### src/rtl/adder_nbit_seq.sv
// Multi-cycle ripple adder/subtractor: adds one CHUNK_BITS slice per cycle.
// Result and flags load together when the last slice completes.
module adder_nbit_seq #(
    parameter int NUM_BITS   = 16,
    parameter int CHUNK_BITS = 4
) (
    input  logic                clk,
    input  logic                rst,
    input  logic                start,
    input  logic [NUM_BITS-1:0] a,
    input  logic [NUM_BITS-1:0] b,
    input  logic                carry_in,
    input  logic                sub,
    output logic                busy,
    output logic                done,
    output logic [NUM_BITS-1:0] sum,
    output logic                overflow,
    output logic                signed_ovf
);

    localparam int K  = NUM_BITS / CHUNK_BITS;
    localparam int IW = (K > 1) ? $clog2(K) : 1;
    localparam logic [IW-1:0] LAST = IW'(K - 1);

    typedef enum logic [1:0] {
        IDLE = 2'd0,
        ADD  = 2'd1,
        DONE = 2'd2
    } state_t;

    state_t              state_q, state_d;
    logic [NUM_BITS-1:0] a_q, a_d;
    logic [NUM_BITS-1:0] b_q, b_d;
    logic [NUM_BITS-1:0] psum_q, psum_d;
    logic [NUM_BITS-1:0] sum_q, sum_d;
    logic [IW-1:0]       idx_q, idx_d;
    logic                carry_q, carry_d;
    logic                ovf_q, ovf_d;
    logic                sovf_q, sovf_d;

    logic [CHUNK_BITS-1:0] chunk_a;
    logic [CHUNK_BITS-1:0] chunk_b;
    logic [CHUNK_BITS-1:0] chunk_r;
    logic                  chunk_c;

    // One slice of the ripple: current chunk of both operands plus carry.
    always_comb begin
        chunk_a = a_q[int'(idx_q)*CHUNK_BITS +: CHUNK_BITS];
        chunk_b = b_q[int'(idx_q)*CHUNK_BITS +: CHUNK_BITS];
        {chunk_c, chunk_r} = {1'b0, chunk_a} + {1'b0, chunk_b}
                           + {{CHUNK_BITS{1'b0}}, carry_q};
    end

    // Next-state and datapath updates; the visible result only changes
    // on the last ADD cycle so it holds steady throughout the operation.
    always_comb begin
        state_d = state_q;
        a_d     = a_q;
        b_d     = b_q;
        psum_d  = psum_q;
        sum_d   = sum_q;
        idx_d   = idx_q;
        carry_d = carry_q;
        ovf_d   = ovf_q;
        sovf_d  = sovf_q;
        unique case (state_q)
            IDLE: begin
                if (start) begin
                    a_d     = a;
                    b_d     = sub ? ~b : b;
                    carry_d = carry_in;
                    idx_d   = '0;
                    psum_d  = '0;
                    state_d = ADD;
                end
            end
            ADD: begin
                psum_d[int'(idx_q)*CHUNK_BITS +: CHUNK_BITS] = chunk_r;
                carry_d = chunk_c;
                idx_d   = idx_q + IW'(1);
                if (idx_q == LAST) begin
                    state_d = DONE;
                    sum_d   = psum_d;
                    ovf_d   = chunk_c;
                    sovf_d  = (a_q[NUM_BITS-1] == b_q[NUM_BITS-1])
                           && (psum_d[NUM_BITS-1] != a_q[NUM_BITS-1]);
                end
            end
            DONE: begin
                state_d = IDLE;
            end
            default: begin
                state_d = IDLE;
            end
        endcase
    end

    // State and datapath registers with synchronous reset.
    always_ff @(posedge clk) begin
        if (rst) begin
            state_q <= IDLE;
            a_q     <= '0;
            b_q     <= '0;
            psum_q  <= '0;
            sum_q   <= '0;
            idx_q   <= '0;
            carry_q <= 1'b0;
            ovf_q   <= 1'b0;
            sovf_q  <= 1'b0;
        end else begin
            state_q <= state_d;
            a_q     <= a_d;
            b_q     <= b_d;
            psum_q  <= psum_d;
            sum_q   <= sum_d;
            idx_q   <= idx_d;
            carry_q <= carry_d;
            ovf_q   <= ovf_d;
            sovf_q  <= sovf_d;
        end
    end

    // Status decoded straight from the registered state.
    always_comb begin
        busy       = (state_q == ADD);
        done       = (state_q == DONE);
        sum        = sum_q;
        overflow   = ovf_q;
        signed_ovf = sovf_q;
    end

endmodule

### config.mk
export PLATFORM = sky130hd
export DESIGN_NAME = adder_nbit_seq
export DESIGN_NICKNAME = d
export VERILOG_FILES = /design/src/rtl/adder_nbit_seq.sv
export SDC_FILE = /design/constraint.sdc
export NUM_CORES = 1
export LEC_CHECK = 0
export BUFFER_PORTS_ARGS = -buffer_cell sky130_fd_sc_hd__buf_2
export CELL_PAD_IN_SITES_DETAIL_PLACEMENT = 1
export CELL_PAD_IN_SITES_GLOBAL_PLACEMENT = 2
export CORE_ASPECT_RATIO = 2
export CORE_UTILIZATION = 30
export CTS_CLUSTER_SIZE = 24
export DETAILED_ROUTE_END_ITERATION = 6
export PLACE_DENSITY_LB_ADDON = 0.1
export SLEW_MARGIN = 5
export SYNTH_ARGS = -nofsm -noshare
export SYNTH_HDL_FRONTEND = slang
export SYNTH_SLANG_ARGS = --single-unit
### constraint.sdc
create_clock -name clk -period 4.7 [get_ports clk]
set_input_delay 1.175 -clock clk [delete_from_list [all_inputs] [get_ports clk]]
set_output_delay 1.175 -clock clk [all_outputs]
set_load 0.05 [all_outputs]
# [Yosys cells after proc, flatten, opt, wreduce, memory -nomap -nowiden]
# Cells that the tools add are included.
# W data, S select, Z words.
[totals] input_bits=37 word_cells=43 regBits=71 out_inout_bits=20
[classes] n_reduce_logical=7 muxes=11 shifts=4 addsub=4 n_bitwise=1 eq_ne=7
[ops] cell="$neg A4 Y33" count=1
[ops] cell="$shift A4 B33 Y16 const A" count=1
[ops] cell="$shiftx A4 B33 Y16" count=1
[ops] cell="$mux W16" count=2
[ops] cell="$pmux W16 S2" count=1
[ops] cell="$shiftx A16 B5 Y4" count=2
[ops] cell="$bwmux W16" count=1
[ops] cell="$not A16 Y16" count=1
[ops] cell="$pmux W2 S2" count=2
[ops] cell="$reduce_and A2 Y1" count=4
[ops] cell="$mux W2" count=3
[ops] cell="$add A4 B4 Y5" count=1
[ops] cell="$add A5 B1 Y5" count=1
[ops] cell="$eq A2 B2 Y1 const B" count=2
[ops] cell="$add A2 B1 Y2 const B" count=1
[ops] cell="$eq A2 B1 Y1 const B" count=1
[ops] cell="$logic_not A2 Y1" count=1
[ops] cell="$ne A2 B1 Y1 const B" count=1
[ops] cell="$ne A2 B2 Y1 const B" count=1
[ops] cell="$pmux W1 S2" count=1
[ops] cell="$reduce_bool A2 Y1" count=1
[ops] cell="$eq A1 B1 Y1" count=1
[ops] cell="$logic_and A1 B1 Y1" count=1
[ops] cell="$mux W1" count=1
[ops] cell="$ne A1 B1 Y1" count=1

# [Depth between registers and ports, before layout]
[logic_depth] word_depth=7 mapped_depth=11 ltp_nobuf=9

# [Worst setup path before layout]
# OpenSTA, ideal clock, no wires.
[synth_path] kind="reg-to-reg" startpoint="register idx_q[0]" endpoint="register sum_q[5] (netlist: sum[5])" path_stages_with_launch=10 path_buffers=2 t_arrival_ps=2756 required_time_ps=4620 setup_ps=80 setup_slack_ps=1864 period_less_slack_ps=2836 path_cell_list="dfxtp_1 buf_4 buf_2 mux4_2 fa_1 inv_1 fa_1 nor2_1 a41oi_1 a211oi_2"
[synth_between] elab_chain_cells=5 word_cells_on_any_way=10 classes_between="add/sub: 3; eq/ne: 1; shift: 4; mux: 1; reduce/logical: 1"
[synth_rtl] item="start, declared" line_no="36" rtl="logic [IW-1:0] idx_q, idx_d;"
[synth_rtl] item="start signal, assigned" line_no="116" rtl="idx_q <= idx_d;"
[synth_rtl] item="$shiftx A16 B5 Y4, on equally long branches" line_no="48, 49"
[synth_rtl] item="$add A4 B4 Y5" line_no="50" rtl="{chunk_c, chunk_r} = {1'b0, chunk_a} + {1'b0, chunk_b}"
[synth_rtl] item="$add A5 B1 Y5" line_no="51" rtl="+ {{CHUNK_BITS{1'b0}}, carry_q};"
[synth_rtl] item="$shiftx A4 B33 Y16" line_no="78" rtl="psum_d[int'(idx_q)*CHUNK_BITS +: CHUNK_BITS] = chunk_r;"
[synth_rtl] item="$bwmux W16" line_no="78"
[synth_rtl] item="end signal, assigned" line_no="115" rtl="sum_q <= sum_d;"
[synth_rtl] item="end, declared" line_no="35" rtl="logic [NUM_BITS-1:0] sum_q, sum_d;"
# Several ways; a longest one is shown, not always the timed one.
# A chain may end at the register's enable or synchronous reset.

# [Final worst setup path]
[layout_path] startpoint="register idx_q[0]" endpoint="register psum_q[5]"
[layout_between] elab_chain_cells=6 word_cells_on_any_way=9 classes_between="add/sub: 3; shift: 4; mux: 2"
[layout_rtl] item="$shiftx A16 B5 Y4, on equally long branches" line_no="48, 49"
[layout_rtl] item="$add A4 B4 Y5" line_no="50"
[layout_rtl] item="$add A5 B1 Y5" line_no="51"
[layout_rtl] item="$shiftx A4 B33 Y16" line_no="78"
[layout_rtl] item="$bwmux W16 *" line_no="78"
[layout_rtl] item="$pmux W16 S2 *" line_no="66" rtl="unique case (state_q)"
[layout_rtl] item="end signal, assigned" line_no="114" rtl="psum_q <= psum_d;"
[layout_rtl] item="end, declared" line_no="34" rtl="logic [NUM_BITS-1:0] psum_q, psum_d;"
# Every way passes the cells marked *; elsewhere a longest branch is shown, timed or not.

==> metrics.txt <==
DRC=0; vias in the first global route=2923; Net Count, Synth=434; crit-path cells=buf_4 -> mux4_2 -> fa_1 -> inv_1 -> fa_1 -> nor2_1 -> a41oi_1 -> nor2_1 -> a31oi_1 -> nor2_1; Inst Count DP=560; CP startpoint kind=flop; HPWL Detailed=7180 µm; clk_lat worst skew=340 ps; htree depth=3; fraction of registers with async set/reset=0%; worst-path cell with the longest stage delay=mux4_2; mapped cell area=3440 µm²; DR vias=2875; DRT iter0 DRCs=97; n_diodes=0; clock sink total=71; VDD IR max=0.000187 V; Starting Density=30.7%; Die H=154 µm; Max FO, Critical Path=17; status=finished clean; crit share post-route=66.4%; synth-to-layout area growth=20.2%; Layout Nets=477; Slew headroom=41.9%; setup_tns=0 ps; largest net degree at the start of global routing=49; commonest non-fill, non-tap cell in the layout=dfxtp_1; post-route ant nets=0; post-synthesis sequential area ratio=41.3%; unrepaired setup endpoints after global routing=no; Rows=55; DR vias/cell=4.99; Mapped Cells=386; Die X=77.8 µm; clock buffer depth=2; commonest non-fill, non-tap cells in the layout=dfxtp_1, nor2_1, buf_2, nand2_1, a21oi_1; Avg Synthesized Cell Area=8.92 µm²; largest area contributor in the netlist=dfxtp_1; crit path capture type=flop; Post-synth top flop=dfxtp_1; Num CTS Buffers=9; reg-to-reg endpoint=psum_q[5]$_SDFFE_PP0P_; Hold/Removal Path Class=reg -> reg; RD Place Congestion=0.747; CTS root buffer=clkbuf_16; power per cell area=389 nW/µm²; Final Slew Violations=0; Initial DRT Pass Iterations=4; layout cells sized above 1=25.3%; kind of critical path=reg -> reg; Layout Skew=8.46 ps; die area=11900 µm²; Largest stage delay, worst path=550 ps; Core ar.=11200 µm²; drt wl/cell=17.0 µm; Total Routed Length=9800 µm; Final Cell Area=4140 µm²; GRT overflow=0; Post-CTS Hold Buffers=0; leakage=1.58 nW; yosys warns=0; input/output buffers=56; Clock Pin Slew Worst Setup and Hold Paths=60 ps; post-CTS sizing=0; share of Yosys cell area claimed by the top area cell type=41.3%; TritonCTS clock tree=done; GR Util All Layers=17.5%; number of distinct library cells after synthesis=42; Post CTS Setup Buffer Count=0; Fin. Hold Viols=0; R2R depth=10; Slew @ Worst Pin=872 ps; Final Non-Filler Cells=576; crit path to=psum_q[5]$_SDFFE_PP0P_; synthesized flop and latch total=71; CP required=4970 ps; EDFF count, synth=0; CP Data Arrival Time=3390 ps; Tmin final=3120 ps; first-pass GRT wire length=15500 µm; r2r setup slk=1580 ps; RR Startpoint=idx_q[0]$_SDFFE_PP0P_; most used cell, CP=nor2_1; Setup violations, final=0; crit path from=idx_q[0]$_SDFFE_PP0P_; power after layout=0.00161 W; hold path depth=2; initial antenna violation count=0; Synth area leaders=dfxtp_1, nor2_1, mux4_2; I/O Pins=57; Fmax=320 MHz; Placed Area=3810 µm²; max-cap viol count=0
[worst min-delay path by stage]
stage | start | end | slack [ps]
after CTS | a_q[11]$_SDFFE_PP0P_ | a_q[11]$_SDFFE_PP0P_ | 460
after global placement | a_q[5]$_SDFFE_PP0P_ | a_q[5]$_SDFFE_PP0P_ | 450
final | a_q[11]$_SDFFE_PP0P_ | a_q[11]$_SDFFE_PP0P_ | 460
after detailed placement | a_q[11]$_SDFFE_PP0P_ | a_q[11]$_SDFFE_PP0P_ | 450
after floorplan | a_q[10]$_SDFFE_PP0P_ | a_q[10]$_SDFFE_PP0P_ | 430
after global routing | a_q[1]$_SDFFE_PP0P_ | a_q[1]$_SDFFE_PP0P_ | 480
[sequential cells by signal, summed over array words and instances, names as in the netlist, 2 cells and up]
register and count:
a_q 16, b_q 16, psum_q 16, sum 16
idx_q 2, state_q 2
[kinds of logic (layout without fill, tap and decap cells)]
kind of cell	after synthesis	in the layout	synth area share [%]
buffers and inverters	42	90	5.70
xor gates and xnor gates	17	17	4.32
DFF	71	71	41.3
muxes	9	9	5.52
and+or+nand+nor	146	146	19.1
AOI/OAI and AO/OA	90	90	19.6
adders and majority gates	11	11	4.43
[layout make-up]
type | count | area [µm²]
clock buffers | 11 | 253
multi-input cells | 273 | 1830
well taps | 142 | 178
clock inverters | 5 | 80.1
flip-flops and latches | 71 | 1420
fillers | 1342 | 7080
inverters | 11 | 41.3
repair buffers | 63 | 333
[synthesized netlist by cell type (all sizes together), types with 2 or more instances]
cell type / n
dfxtp: 71
nor2: 69
nand2: 41
a211oi: 28
a21oi: 24
buf: 20
a31oi: 17
xnor2: 17
nor2b: 15
clkbuf: 11
inv: 11
ha: 9
mux4: 8
nand3: 5
nor3: 5
a41oi: 4
a221oi: 3
o21a: 3
o21ai: 3
a22oi: 2
a32oi: 2
and2: 2
and3: 2
fa: 2
nand2b: 2
nor3b: 2
[layer usage]
metal | part of all wire [%] | track usage, % | routed length [µm] | vias to the layer above
li1 | - | - | - | 1421
met2 | 57 | 33.8 | 5540 | 47
met4 | 3.2 | 9.25 | 309 | 0
met1 | 38 | 16.9 | 3710 | 1391
met3 | 2.4 | 3.20 | 238 | 16
met5 | 0 | 0 | 0 | -
[metrics by stage]
stage          hold WS [ps]  utilization (%)  setup WS [ps]
6_report                457             36.9           1580
5_1_grt                 480             36.9           1380
4_1_cts                 461             36.9           1560
3_5_place_dp            453             33.9           1620
3_3_place_gp            446             33.9           1650
2_1_floorplan           433                -           1860
[critical path, delay by kind of cell, from the launching register on]
| kind | cells | cell delay, ps |
|---|---|---|
| and+or+nand+nor | 3 | 520 |
| muxes | 1 | 550 |
| DFF | 1 | 450 |
| buffers and inverters | 2 | 400 |
| adders and majority gates | 2 | 850 |
| AOI/OAI and AO/OA | 2 | 280 |
[where the power goes]
group | switching, W | leakage [nW] | internal (W)
registers | 0.0000180 | 0.579 | 0.000628
clock network | 0.000268 | 0.158 | 0.000493
logic | 0.000124 | 0.843 | 0.0000810
total | 0.000410 | 1.58 | 0.00120
No activity file was read; power rests on OpenSTA's default activity.
